`src/rtl/norm_writer_if.sv`:
```
// Pixel stream in and frame-buffer write port out for the normalization writer.
// The master view is the environment: it sources pixels and sinks buffer writes.
interface norm_writer_if #(
  parameter int PIXEL_BIT_WIDTH = 10,
  parameter int ADDR_WIDTH      = 12
);
  logic                       s_axis_tvalid;
  logic                       s_axis_tready;
  logic [PIXEL_BIT_WIDTH-1:0] s_axis_tdata;
  logic                       s_axis_tlast;
  logic                       mem_wr_en;
  logic [ADDR_WIDTH-1:0]      mem_wr_addr;
  logic [PIXEL_BIT_WIDTH-1:0] mem_wr_data;

  modport master (
    output s_axis_tvalid, s_axis_tdata, s_axis_tlast,
    input  s_axis_tready, mem_wr_en, mem_wr_addr, mem_wr_data
  );

  modport slave (
    input  s_axis_tvalid, s_axis_tdata, s_axis_tlast,
    output s_axis_tready, mem_wr_en, mem_wr_addr, mem_wr_data
  );
endinterface

```
`src/rtl/norm_writer.sv`:
```
// Front half of normalization: streams one frame into the frame buffer while tracking
// its maximum, then publishes the clamped maximum as norm_denominator and pulses ap_done.
module norm_writer #(
  parameter int PIXEL_BIT_WIDTH = 10,
  parameter int FRAME_PIXELS    = 4096,
  parameter int ADDR_WIDTH      = $clog2(FRAME_PIXELS)
) (
  input  logic                       clk,
  input  logic                       srst,
  input  logic                       ap_start,
  output logic                       ap_done,
  output logic                       ap_idle,
  norm_writer_if.slave               bus,
  output logic [PIXEL_BIT_WIDTH-1:0] norm_denominator,
  output logic [ADDR_WIDTH:0]        pixel_count,
  output logic                       frame_err
);

  typedef enum logic [1:0] {
    S_IDLE,
    S_WRITE,
    S_COMMIT,
    S_DONE
  } state_t;

  localparam logic [ADDR_WIDTH:0]        CNT_ONE   = (ADDR_WIDTH+1)'(1);
  localparam logic [ADDR_WIDTH:0]        LAST_BEAT = (ADDR_WIDTH+1)'(FRAME_PIXELS - 1);
  localparam logic [PIXEL_BIT_WIDTH-1:0] DENOM_MIN = PIXEL_BIT_WIDTH'(1);

  state_t                       state_q;
  logic                         ap_done_q;
  logic                         mem_wr_en_q;
  logic [ADDR_WIDTH-1:0]        mem_wr_addr_q;
  logic [PIXEL_BIT_WIDTH-1:0]   mem_wr_data_q;
  logic [PIXEL_BIT_WIDTH-1:0]   denom_q;
  logic [ADDR_WIDTH:0]          count_q;
  logic                         err_q;
  logic [PIXEL_BIT_WIDTH-1:0]   max_q;

  logic                         handshake;
  logic                         is_last_beat;
  logic                         frame_end;
  logic [PIXEL_BIT_WIDTH-1:0]   max_d;

  // Ready depends only on state so upstream never sees a tvalid->tready loop.
  assign bus.s_axis_tready = (state_q == S_WRITE);
  assign handshake         = bus.s_axis_tvalid && bus.s_axis_tready;
  assign is_last_beat      = (count_q == LAST_BEAT);
  assign frame_end         = bus.s_axis_tlast || is_last_beat;
  assign max_d             = (bus.s_axis_tdata > max_q) ? bus.s_axis_tdata : max_q;

  // NOTE: state registers use non-blocking assignments so every branch reads pre-edge values.
  always_ff @(posedge clk or posedge srst) begin
    if (srst) begin
      state_q       <= S_IDLE;
      ap_done_q     <= 1'b0;
      mem_wr_en_q   <= 1'b0;
      mem_wr_addr_q <= '0;
      mem_wr_data_q <= '0;
      denom_q       <= DENOM_MIN;
      count_q       <= '0;
      err_q         <= 1'b0;
      max_q         <= '0;
    end else begin
      // NOTE: strobes default low here so they pulse for exactly one cycle when set below.
      ap_done_q   <= 1'b0;
      mem_wr_en_q <= 1'b0;
      unique case (state_q)
        S_IDLE: begin
          if (ap_start) begin
            state_q <= S_WRITE;
            count_q <= '0;
            max_q   <= '0;
            err_q   <= 1'b0;
          end
        end
        S_WRITE: begin
          if (handshake) begin
            mem_wr_en_q   <= 1'b1;
            mem_wr_addr_q <= count_q[ADDR_WIDTH-1:0];
            mem_wr_data_q <= bus.s_axis_tdata;
            count_q       <= count_q + CNT_ONE;
            max_q         <= max_d;
            if (frame_end) begin
              state_q <= S_COMMIT;
              // A good frame has tlast exactly on the final beat; anything else is an error.
              err_q   <= (bus.s_axis_tlast != is_last_beat);
            end
          end
        end
        S_COMMIT: begin
          state_q   <= S_DONE;
          ap_done_q <= 1'b1;
          denom_q   <= (max_q == '0) ? DENOM_MIN : max_q;
        end
        S_DONE: begin
          state_q <= S_IDLE;
        end
        default: begin
          state_q <= S_IDLE;
        end
      endcase
    end
  end

  assign ap_done          = ap_done_q;
  assign ap_idle          = (state_q == S_IDLE);
  assign bus.mem_wr_en    = mem_wr_en_q;
  assign bus.mem_wr_addr  = mem_wr_addr_q;
  assign bus.mem_wr_data  = mem_wr_data_q;
  assign norm_denominator = denom_q;
  assign pixel_count      = count_q;
  assign frame_err        = err_q;

endmodule

```
`src/flat_wrapper.sv`:
```
// flat-port wrapper written by rule: the top's interface ports become plain ports
module norm_writer_flat 
#(
  parameter int PIXEL_BIT_WIDTH = 10,
  parameter int FRAME_PIXELS    = 4096,
  parameter int ADDR_WIDTH      = $clog2(FRAME_PIXELS)
)
  (clk, srst, ap_start, ap_done, ap_idle, norm_denominator, pixel_count, frame_err, bus_s_axis_tvalid, bus_s_axis_tdata, bus_s_axis_tlast, bus_s_axis_tready, bus_mem_wr_en, bus_mem_wr_addr, bus_mem_wr_data);
  norm_writer_if #(.PIXEL_BIT_WIDTH(PIXEL_BIT_WIDTH), .ADDR_WIDTH(ADDR_WIDTH)) bus_i ();
  input  logic clk;
  input  logic srst;
  input  logic ap_start;
  output logic ap_done;
  output logic ap_idle;
  output logic [PIXEL_BIT_WIDTH-1:0] norm_denominator;
  output logic [ADDR_WIDTH:0] pixel_count;
  output logic frame_err;
  input wire logic [$bits(bus_i.s_axis_tvalid)-1:0] bus_s_axis_tvalid;
  input wire logic [$bits(bus_i.s_axis_tdata)-1:0] bus_s_axis_tdata;
  input wire logic [$bits(bus_i.s_axis_tlast)-1:0] bus_s_axis_tlast;
  output wire logic [$bits(bus_i.s_axis_tready)-1:0] bus_s_axis_tready;
  output wire logic [$bits(bus_i.mem_wr_en)-1:0] bus_mem_wr_en;
  output wire logic [$bits(bus_i.mem_wr_addr)-1:0] bus_mem_wr_addr;
  output wire logic [$bits(bus_i.mem_wr_data)-1:0] bus_mem_wr_data;
  assign bus_i.s_axis_tvalid = bus_s_axis_tvalid;
  assign bus_i.s_axis_tdata = bus_s_axis_tdata;
  assign bus_i.s_axis_tlast = bus_s_axis_tlast;
  assign bus_s_axis_tready = bus_i.s_axis_tready;
  assign bus_mem_wr_en = bus_i.mem_wr_en;
  assign bus_mem_wr_addr = bus_i.mem_wr_addr;
  assign bus_mem_wr_data = bus_i.mem_wr_data;
  norm_writer #(.PIXEL_BIT_WIDTH(PIXEL_BIT_WIDTH), .FRAME_PIXELS(FRAME_PIXELS), .ADDR_WIDTH(ADDR_WIDTH)) u_core (.clk(clk), .srst(srst), .ap_start(ap_start), .ap_done(ap_done), .ap_idle(ap_idle), .bus(bus_i), .norm_denominator(norm_denominator), .pixel_count(pixel_count), .frame_err(frame_err));
endmodule
```
`config.mk`:
```
export PLATFORM = sky130hd
export DESIGN_NAME = norm_writer_flat
export DESIGN_NICKNAME = d
export VERILOG_FILES = /design/src/rtl/norm_writer_if.sv /design/src/rtl/norm_writer.sv /design/src/flat_wrapper.sv
export SDC_FILE = /design/constraint.sdc
export NUM_CORES = 1
export LEC_CHECK = 0
export ABC_AREA = 1
export BUFFER_PORTS_ARGS = -buffer_cell sky130_fd_sc_hd__buf_2
export CELL_PAD_IN_SITES_DETAIL_PLACEMENT = 1
export CELL_PAD_IN_SITES_GLOBAL_PLACEMENT = 2
export CORE_MARGIN = 2
export CORE_UTILIZATION = 32
export CTS_CLUSTER_SIZE = 12
export DETAILED_ROUTE_END_ITERATION = 8
export GPL_ROUTABILITY_DRIVEN = 0
export PLACE_DENSITY = 0.88
export RECOVER_POWER = 100
export SLEW_MARGIN = 20
export SYNTH_ARGS = -nofsm -noshare
export SYNTH_HDL_FRONTEND = slang
export SYNTH_SLANG_ARGS = --single-unit
```
`constraint.sdc`:
```
create_clock -name clk -period 2.1 [get_ports clk]
set_input_delay 0.42 -clock clk [delete_from_list [all_inputs] [get_ports clk]]
set_output_delay 0.42 -clock clk [all_outputs]
set_load 0.005 [all_outputs]
```
# Yosys cells after proc, flatten, opt, wreduce, memory -nomap -nowiden

Cells that the tools add are included.

Register bits: 60
Word-level logic and storage cells: 49

Magnitude comparators: 1
$add $sub $neg: 1
Eq/ne operators: 9
Reduce and logical (&&, ||, !) cells: 10
Mux-type cells: 19

Operator list:

| cell                                            | number |
|---|---|
| two-way mux 10 bit                              | 4 |
| two-way mux 13 bit                              | 2 |
| one-hot mux 13 bit (2 select lines)             | 1 |
| one-hot mux 10 bit (2 select lines)             | 1 |
| adder 13 x 1 -> 13 bit, second input constant   | 1 |
| == test 13 x 12 -> 1 bit, second input constant | 1 |
| > comparator 10 bit                             | 1 |
| logical NOT 10 bit                              | 1 |
| inequality test 2 bit, second input constant    | 4 |
| one-hot mux 2 bit (4 select lines)              | 1 |
| AND reduction 4 bit                             | 2 |
| two-way mux 1 bit                               | 6 |
| two-way mux 2 bit                               | 3 |
| AND reduction 3 bit                             | 2 |
| == test 2 bit, second input constant            | 2 |
| == test 2 x 1 -> 1 bit, second input constant   | 1 |
| logical NOT 2 bit                               | 1 |
| one-hot mux 1 bit (2 select lines)              | 1 |
| AND reduction 2 bit                             | 1 |
| nonzero test 2 bit                              | 1 |
| logical AND 1 bit                               | 1 |
| logical OR 1 bit                                | 1 |
| inequality test 1 bit                           | 1 |

# Longest topological paths before layout

Gate-level depths: netlist of the first run.

Word-level depth: 5
Gate-level depth with buffers: 12
Gate-level depth less buffers: 12

# Worst setup path before layout of the first run

OpenSTA, ideal clock, no wires.

Path kind: register to register
From: reg u_core.count_q[0], in the netlist u_core.pixel_count[0]
To: reg u_core.state_q[0]
Setup slack: 391 ps
Path buffers: 0
Stages on the path, launching flop included: 13
Setup time: 83 ps
Arrival: 1626 ps
Period minus slack after synthesis: 1709 ps
Path through: dfrtp_1 ha_1 nand3_1 inv_1 nand2_1 nor2_2 nand3_1 ha_1 nand2_1 nand3_1 inv_1 o21ai_0 o21ai_0

Word-level cells in the longest chain between the ends: 4

Ends and longest elaborated chain:

| element                         | line              | text |
|---|---|---|
| from (decl)                     | norm_writer.sv:36 | `logic [ADDR_WIDTH:0] count_q;` |
| from (signal assigned)          | norm_writer.sv:82 | `count_q <= count_q + CNT_ONE;` |
| == test 13 x 12 -> 1 bit        | norm_writer.sv:48 | `assign is_last_beat = (count_q == LAST_BEAT);` |
| logical OR 1 bit                | norm_writer.sv:49 | `assign frame_end = bus.s_axis_tlast \|\| is_last_beat;` |
| inequality test 2 bit (no line) | -                 |  |
| AND reduction 3 bit (no line)   | -                 |  |
| to (signal assigned)            | norm_writer.sv:55 | `state_q <= S_IDLE;` |
| to (signal assigned)            | norm_writer.sv:71 | `state_q <= S_WRITE;` |
| to (signal assigned)            | norm_writer.sv:85 | `state_q <= S_COMMIT;` |
| to (decl)                       | norm_writer.sv:30 | `state_t state_q;` |

Every way passes these cells.
A chain may end at the register's enable or synchronous reset.

# Worst setup path in the final report of the first run

From: reg u_core.state_q[0]
To: reg u_core.max_q[3]

Word-level cells in the longest chain between the ends: 4
Elaborated cells between the ends (all ways): 9
Classes of those cells: eq/ne (4); mux (1); reduce/logical (4)

Ends and longest elaborated chain:

| element                         | line                                 | text |
|---|---|---|
| == test 2 x 1 -> 1 bit          | norm_writer.sv:46, norm_writer.sv:68 |  |
| logical AND 1 bit               | norm_writer.sv:47                    | `assign handshake = bus.s_axis_tvalid && bus.s_axis_tready;` |
| inequality test 2 bit (no line) | -                                    |  |
| AND reduction 4 bit (no line)   | -                                    |  |
| to (signal assigned)            | norm_writer.sv:83                    | `max_q <= max_d;` |
| to (decl)                       | norm_writer.sv:38                    | `logic [PIXEL_BIT_WIDTH-1:0] max_q;` |

Parallel ways exist; a longest one is shown, timed or not.

==> flow_metrics.tcl, run 1 <==
set metrics [dict create \
    fmax_mhz 524.6 \
    worst_slew_pin_slew_ps 832.9 \
    async_flop_share 1.000 \
    ys_types 24 \
    avgSynthCellArea_um2 8.505 \
    grt_use_total 0.1713 \
    synthesis.nets 376 \
    setup_violations 0 \
    drt-pass1-iter-count 4 \
    rsz0062_at_grt "no" \
    initial_core_util 0.3342 \
    coreArea_mm2 0.008806 \
    critPathTopFamily "simple AND/OR/NAND/NOR gates" \
    htreeDepth 3 \
    drt-initial-drc-count 96 \
    ys_seq_area_frac 0.5106 \
    ys_warn_count 0 \
    n_fill_cell 1098 \
    cts_buffer_depth 2 \
    grt_start_max_net_pins 42 \
    vias 2598 \
    die_h_um 99.90 \
    final.period_utilization 0.9077 \
    root_buffer "clkbuf_8" \
    setup_tns_ps 0 \
    critPathMaxStageDelay_ps 350 \
    dp_cells 513 \
    drive_above_1_share 0.2024 \
    drc 0 \
    rows 34 \
    peakVddDrop_uv 440.6 \
    cts_tree "built" \
    cts-buffers-inserted 9 \
    setup_ws_ps 193.8 \
    dp_hpwl_um 5997 \
    power_density_mw_per_mm2 1305 \
    routed_wl_um 8176 \
    fin_worst_skew_ps 7.407 \
    fin_total_pwr_mw 4.698 \
    overflow 0 \
    slowest_stage "dfrtp_1" \
    clkSlewWorstSetupHoldPaths_ps 70 \
    syn_inst 346 \
    min_period_ps 1906 \
    syn_area_mm2 0.002943 \
    ys_ff_latch 60 \
    worstSetupEndpointType "register" \
    grt_first_pass_wirelength_um 13630 \
    worstPathArrival_ps 2120 \
    maxSlewViolCount 0 \
    synth_edf_count 0 \
    path_max_fanout 11 \
    cap_violations 0 \
    place_ws_ps 135.0 \
    grt_antenna_before_repair 0 \
    routedWlPerCell_um 15.34 \
    status "completed" \
    critical_path_class "reg2reg" \
    crit_buf_inv 2 \
    dieWidth_um 99.90 \
    numClockSinks 60 \
    ant_nets 0 \
    path_cells "inv_1, ha_1, nand2_1, o21ai_2, nor2_4, nand2_1, inv_2, nand2_2, nand3_1, nand2_1" \
    worst-endpoint-required_ps 2320 \
    die_area_mm2 0.009979 \
    clk_latency_ps 330 \
    nNetsFinal 450 \
    leakage_nw 1.886 \
    holdBufCountCts 0 \
    relSlewSlack 0.4441 \
    antenna_cells 0 \
    cpMostUsedCell "nand2_1" \
    min_path_type "in2async" \
    grt_pass1_vias 2724 \
    via_per_inst 4.874 \
    start_kind "register" \
    final_cells 533 \
    syn_to_final_growth_pct 22.36 \
    final_hold_viol_count 0 \
    synth_flop_cell "dfrtp_1" \
    pin_count 65 \
    port_buffers 64 \
]
power breakdown:
part	internal, mW	switching (mW)	leakage [nW]
Combinational	0.719	1.23	0.982
Sequential	1.48	0.207	0.802
Clock	0.610	0.454	0.102
Total	2.81	1.89	1.89
through the flow:
stage            util  hold WS, ps  instance area, um^2
3_3_place_gp   0.3842        450.7                 3383
6_report       0.4089        252.7                 3601
2_1_floorplan       -        468.4                 2943
3_5_place_dp   0.3842        457.0                 3383
5_1_grt        0.4089        315.8                 3601
4_1_cts        0.4072        101.4                 3586
path summary, 6_finish.rpt:
path                                                 from                         end  slack (ps)  cells after the start
min in group clk                      bus_s_axis_tdata[3]   u_core.bus.mem_wr_data[3]         330                      3
worst min-delay path                                 srst             u_core.max_q[4]         250                      2
worst min register to register  u_core.bus.mem_wr_addr[9]   u_core.bus.mem_wr_addr[9]         480                      2
max in group asynchronous                            srst  u_core.norm_denominator[0]        1090                      3
worst max register to register          u_core.state_q[0]             u_core.max_q[3]         190                     10
worst max-delay path                    u_core.state_q[0]             u_core.max_q[3]         190                     10
layer usage:
| metal | wire [um] | GRT usage | vias to the layer above |
|---|---|---|---|
| met5 | 0 | 0 | - |
| met4 | 104 | 0.05374 | 0 |
| met3 | 321 | 0.03900 | 10 |
| met2 | 3613 | 0.2557 | 47 |
| met1 | 4136 | 0.2481 | 1270 |
| li1 | - | - | 1271 |
cells in the mapped netlist, drive strengths merged, types with 2 or more instances:
cell,count,area share
nand2,102,0.13
dfrtp,59,0.50
inv,44,0.056
o21ai,28,0.049
nand3,25,0.043
nor2,22,0.032
nand4,18,0.038
ha,15,0.064
buf,9,0.022
a21oi,8,0.014
mux2,7,0.027
nor3,4,0.0068
clkbuf,2,0.0026
cell type report:
class | instances | area [um^2] | share of cell area
Multi-Input combinational cell | 231 | 1212 | 0.3367
Tap cell | 108 | 135.1 | 0.03753
Inverter | 44 | 165.2 | 0.04587
Sequential cell | 60 | 1504 | 0.4177
Clock inverter | 4 | 47.55 | 0.01320
Timing Repair Buffer | 74 | 381.6 | 0.1060
Clock buffer | 12 | 155.1 | 0.04309
registers in the layout (all words and copies together), names as in the netlist:
register and count:
u_core.ap_done 1, u_core.bus.mem_wr_addr 12, u_core.bus.mem_wr_data 10, u_core.bus.mem_wr_en 1, u_core.frame_err 1, u_core.max_q 10
u_core.norm_denominator 10, u_core.pixel_count 13, u_core.state_q 2
logic make-up after synthesis:
logic type / share of synthesized area
flops: 0.5106
compound gates: 0.06463
mux: 0.02679
fa+ha+maj: 0.06378
buf+inv: 0.08078
simple gates: 0.2534
repair_timing:
action	CTS	global route
endpoints found under the setup margin	0	13
resized for setup	0	4
buffers inserted	0	4
layout by cell type, fill, tap and decap left out, drive strengths merged:
master and instances:
nor2 22, clkbuf 32, mux2 7, dfstp 1, bufinv 1, nor3 4, o21ai 28, clkinv 2
nand3b 1, nand4 18, nand3 25, inv 44, nand2 102, ha 15, a21oi 8, clkinvlp 1
a31oi 1, buf 54, dfrtp 59
Note: power is estimated with default switching activity, not from simulation.
==> inputs of run 2 (changes only) <==
--- a/config.mk
+++ b/config.mk
@@ -7,14 +7,12 @@
 export LEC_CHECK = 0
 export ABC_AREA = 1
 export BUFFER_PORTS_ARGS = -buffer_cell sky130_fd_sc_hd__buf_2
-export CELL_PAD_IN_SITES_DETAIL_PLACEMENT = 1
-export CELL_PAD_IN_SITES_GLOBAL_PLACEMENT = 2
 export CORE_MARGIN = 2
-export CORE_UTILIZATION = 32
+export CORE_UTILIZATION = 40
 export CTS_CLUSTER_SIZE = 12
 export DETAILED_ROUTE_END_ITERATION = 8
 export GPL_ROUTABILITY_DRIVEN = 0
-export PLACE_DENSITY = 0.88
+export PLACE_DENSITY = 0.7
 export RECOVER_POWER = 100
 export SLEW_MARGIN = 20
 export SYNTH_ARGS = -nofsm -noshare
==> flow_metrics.tcl, run 2 (synthesized netlist as in run 1, its figures left out) <==
set metrics [dict create \
    status "completed" \
    holdWs_ps 187.4 \
    clkSlewWorstSetupHoldPaths_ps 70 \
    utilization 0.4976 \
    pin_count 65 \
    fin_total_pwr_mw 4.573 \
    min_path_type "in2async" \
    path_cells "inv_1, ha_1, clkbuf_2, buf_2" \
    grt_pass1_vias 2498 \
    cap_violations 0 \
    htreeDepth 3 \
    coreArea_mm2 0.007176 \
    clk_latency_ps 340 \
    fmax_mhz 533.2 \
    path_max_fanout 11 \
    antenna_cells 0 \
    drt-pass1-iter-count 4 \
    placed_area_mm2 0.003387 \
    power_density_mw_per_mm2 1281 \
    syn_to_final_growth_pct 21.34 \
    min_period_ps 1876 \
    via_per_inst 4.815 \
    cts-buffers-inserted 9 \
    nNetsFinal 449 \
    grt_antenna_before_repair 0 \
    initial_core_util 0.4101 \
    maxSlewViolCount 0 \
    die_area_mm2 0.008060 \
    relSlewSlack 0.2873 \
    grt_use_total 0.1820 \
    crit_buf_inv 3 \
    largest_reg_flops 13 \
    cts_tree "built" \
    leakage_nw 1.890 \
    ff2ff_path_depth 12 \
    start_kind "register" \
    most-common-layout-cells "nand2_1, dfrtp_1, buf_2" \
    setup_tns_ps 0 \
    final_hold_viol_count 0 \
    final_area_mm2 0.003571 \
    rsz0062_at_grt "no" \
    drc 0 \
    worst-endpoint-required_ps 1680 \
    fin_worst_skew_ps 6.475 \
    rows 31 \
    setup_violations 0 \
    routedWlPerCell_um 13.19 \
    critPathTopFamily "buffers and inverters" \
    ant_nets 0 \
    port_buffers 64 \
    final.period_utilization 0.8931 \
    cts_buffer_depth 2 \
    peakVddDrop_uv 641.5 \
    root_buffer "clkbuf_8" \
    worstSetupEndpointType "output pin" \
    slowest_stage "dfrtp_1" \
    drive_above_1_share 0.2028 \
    grt_start_max_net_pins 43 \
    routed_wl_um 6896 \
    critPathMaxStageDelay_ps 380 \
    drt-initial-drc-count 195 \
    vias 2518 \
    dieWidth_um 89.78 \
    grt_first_pass_wirelength_um 11850 \
    cp.depth 4 \
    overflow 0 \
    numClockSinks 60 \
    critical_path_class "reg2out" \
    dp_hpwl_um 5090 \
    worst_slew_pin_slew_ps 1069 \
    worstPathArrival_ps 1460 \
    layout_commonest_cell "nand2_1" \
    die_h_um 89.78 \
]
==> run 2: final timing paths <==
check                                                  end                 startpoint  slack, ps
worst max-delay path                     bus_s_axis_tready          u_core.state_q[1]        220
worst min-delay path             u_core.bus.mem_wr_data[4]                       srst        190
worst max register to register           u_core.state_q[0]      u_core.pixel_count[0]        230
worst min register to register   u_core.bus.mem_wr_data[9]  u_core.bus.mem_wr_data[9]        470
max in group asynchronous       u_core.norm_denominator[7]                       srst        420
min in group clk                 u_core.bus.mem_wr_data[2]        bus_s_axis_tdata[2]        320
==> run 2: through the flow <==
stage	setup slack, ps	instances
2_1_floorplan	197.0	346
3_3_place_gp	274.7	506
3_5_place_dp	215.7	506
4_1_cts	195.8	522
5_1_grt	5.015	523
6_report	224.4	523
==> run 2: routing by layer <==
metal | GRT usage | vias to the layer above | wire length (um)
met1 | 0.2505 | 1176 | 3345
met3 | 0.03940 | 11 | 288
met4 | 0.08333 | 0 | 151
met2 | 0.2765 | 58 | 3110
li1 | - | 1273 | -
met5 | 0 | - | 0
==> run 2: cell type report <==
| type | instances | area, um^2 |
|---|---|---|
| Timing Repair Buffer | 73 | 354.1 |
| Sequential cell | 60 | 1503 |
| Multi-Input combinational cell | 231 | 1210 |
| Clock inverter | 7 | 91.34 |
| Inverter | 44 | 165.2 |
| Clock buffer | 9 | 123.9 |
| Fill cell | 722 | 3605 |
| Tap cell | 99 | 123.9 |
==> run 2: what timing repair did <==
item | CTS | global route
endpoints found under the setup margin | 0 | 1
resized for setup | 0 | 2
hold buffers | 0 | 0
buffers inserted | 0 | 1
==> run 2: power breakdown <==
part,total (mW),internal [mW],switching [mW]
clock,1.13,0.663,0.470
combinational,1.77,0.648,1.13
sequential,1.67,1.48,0.186
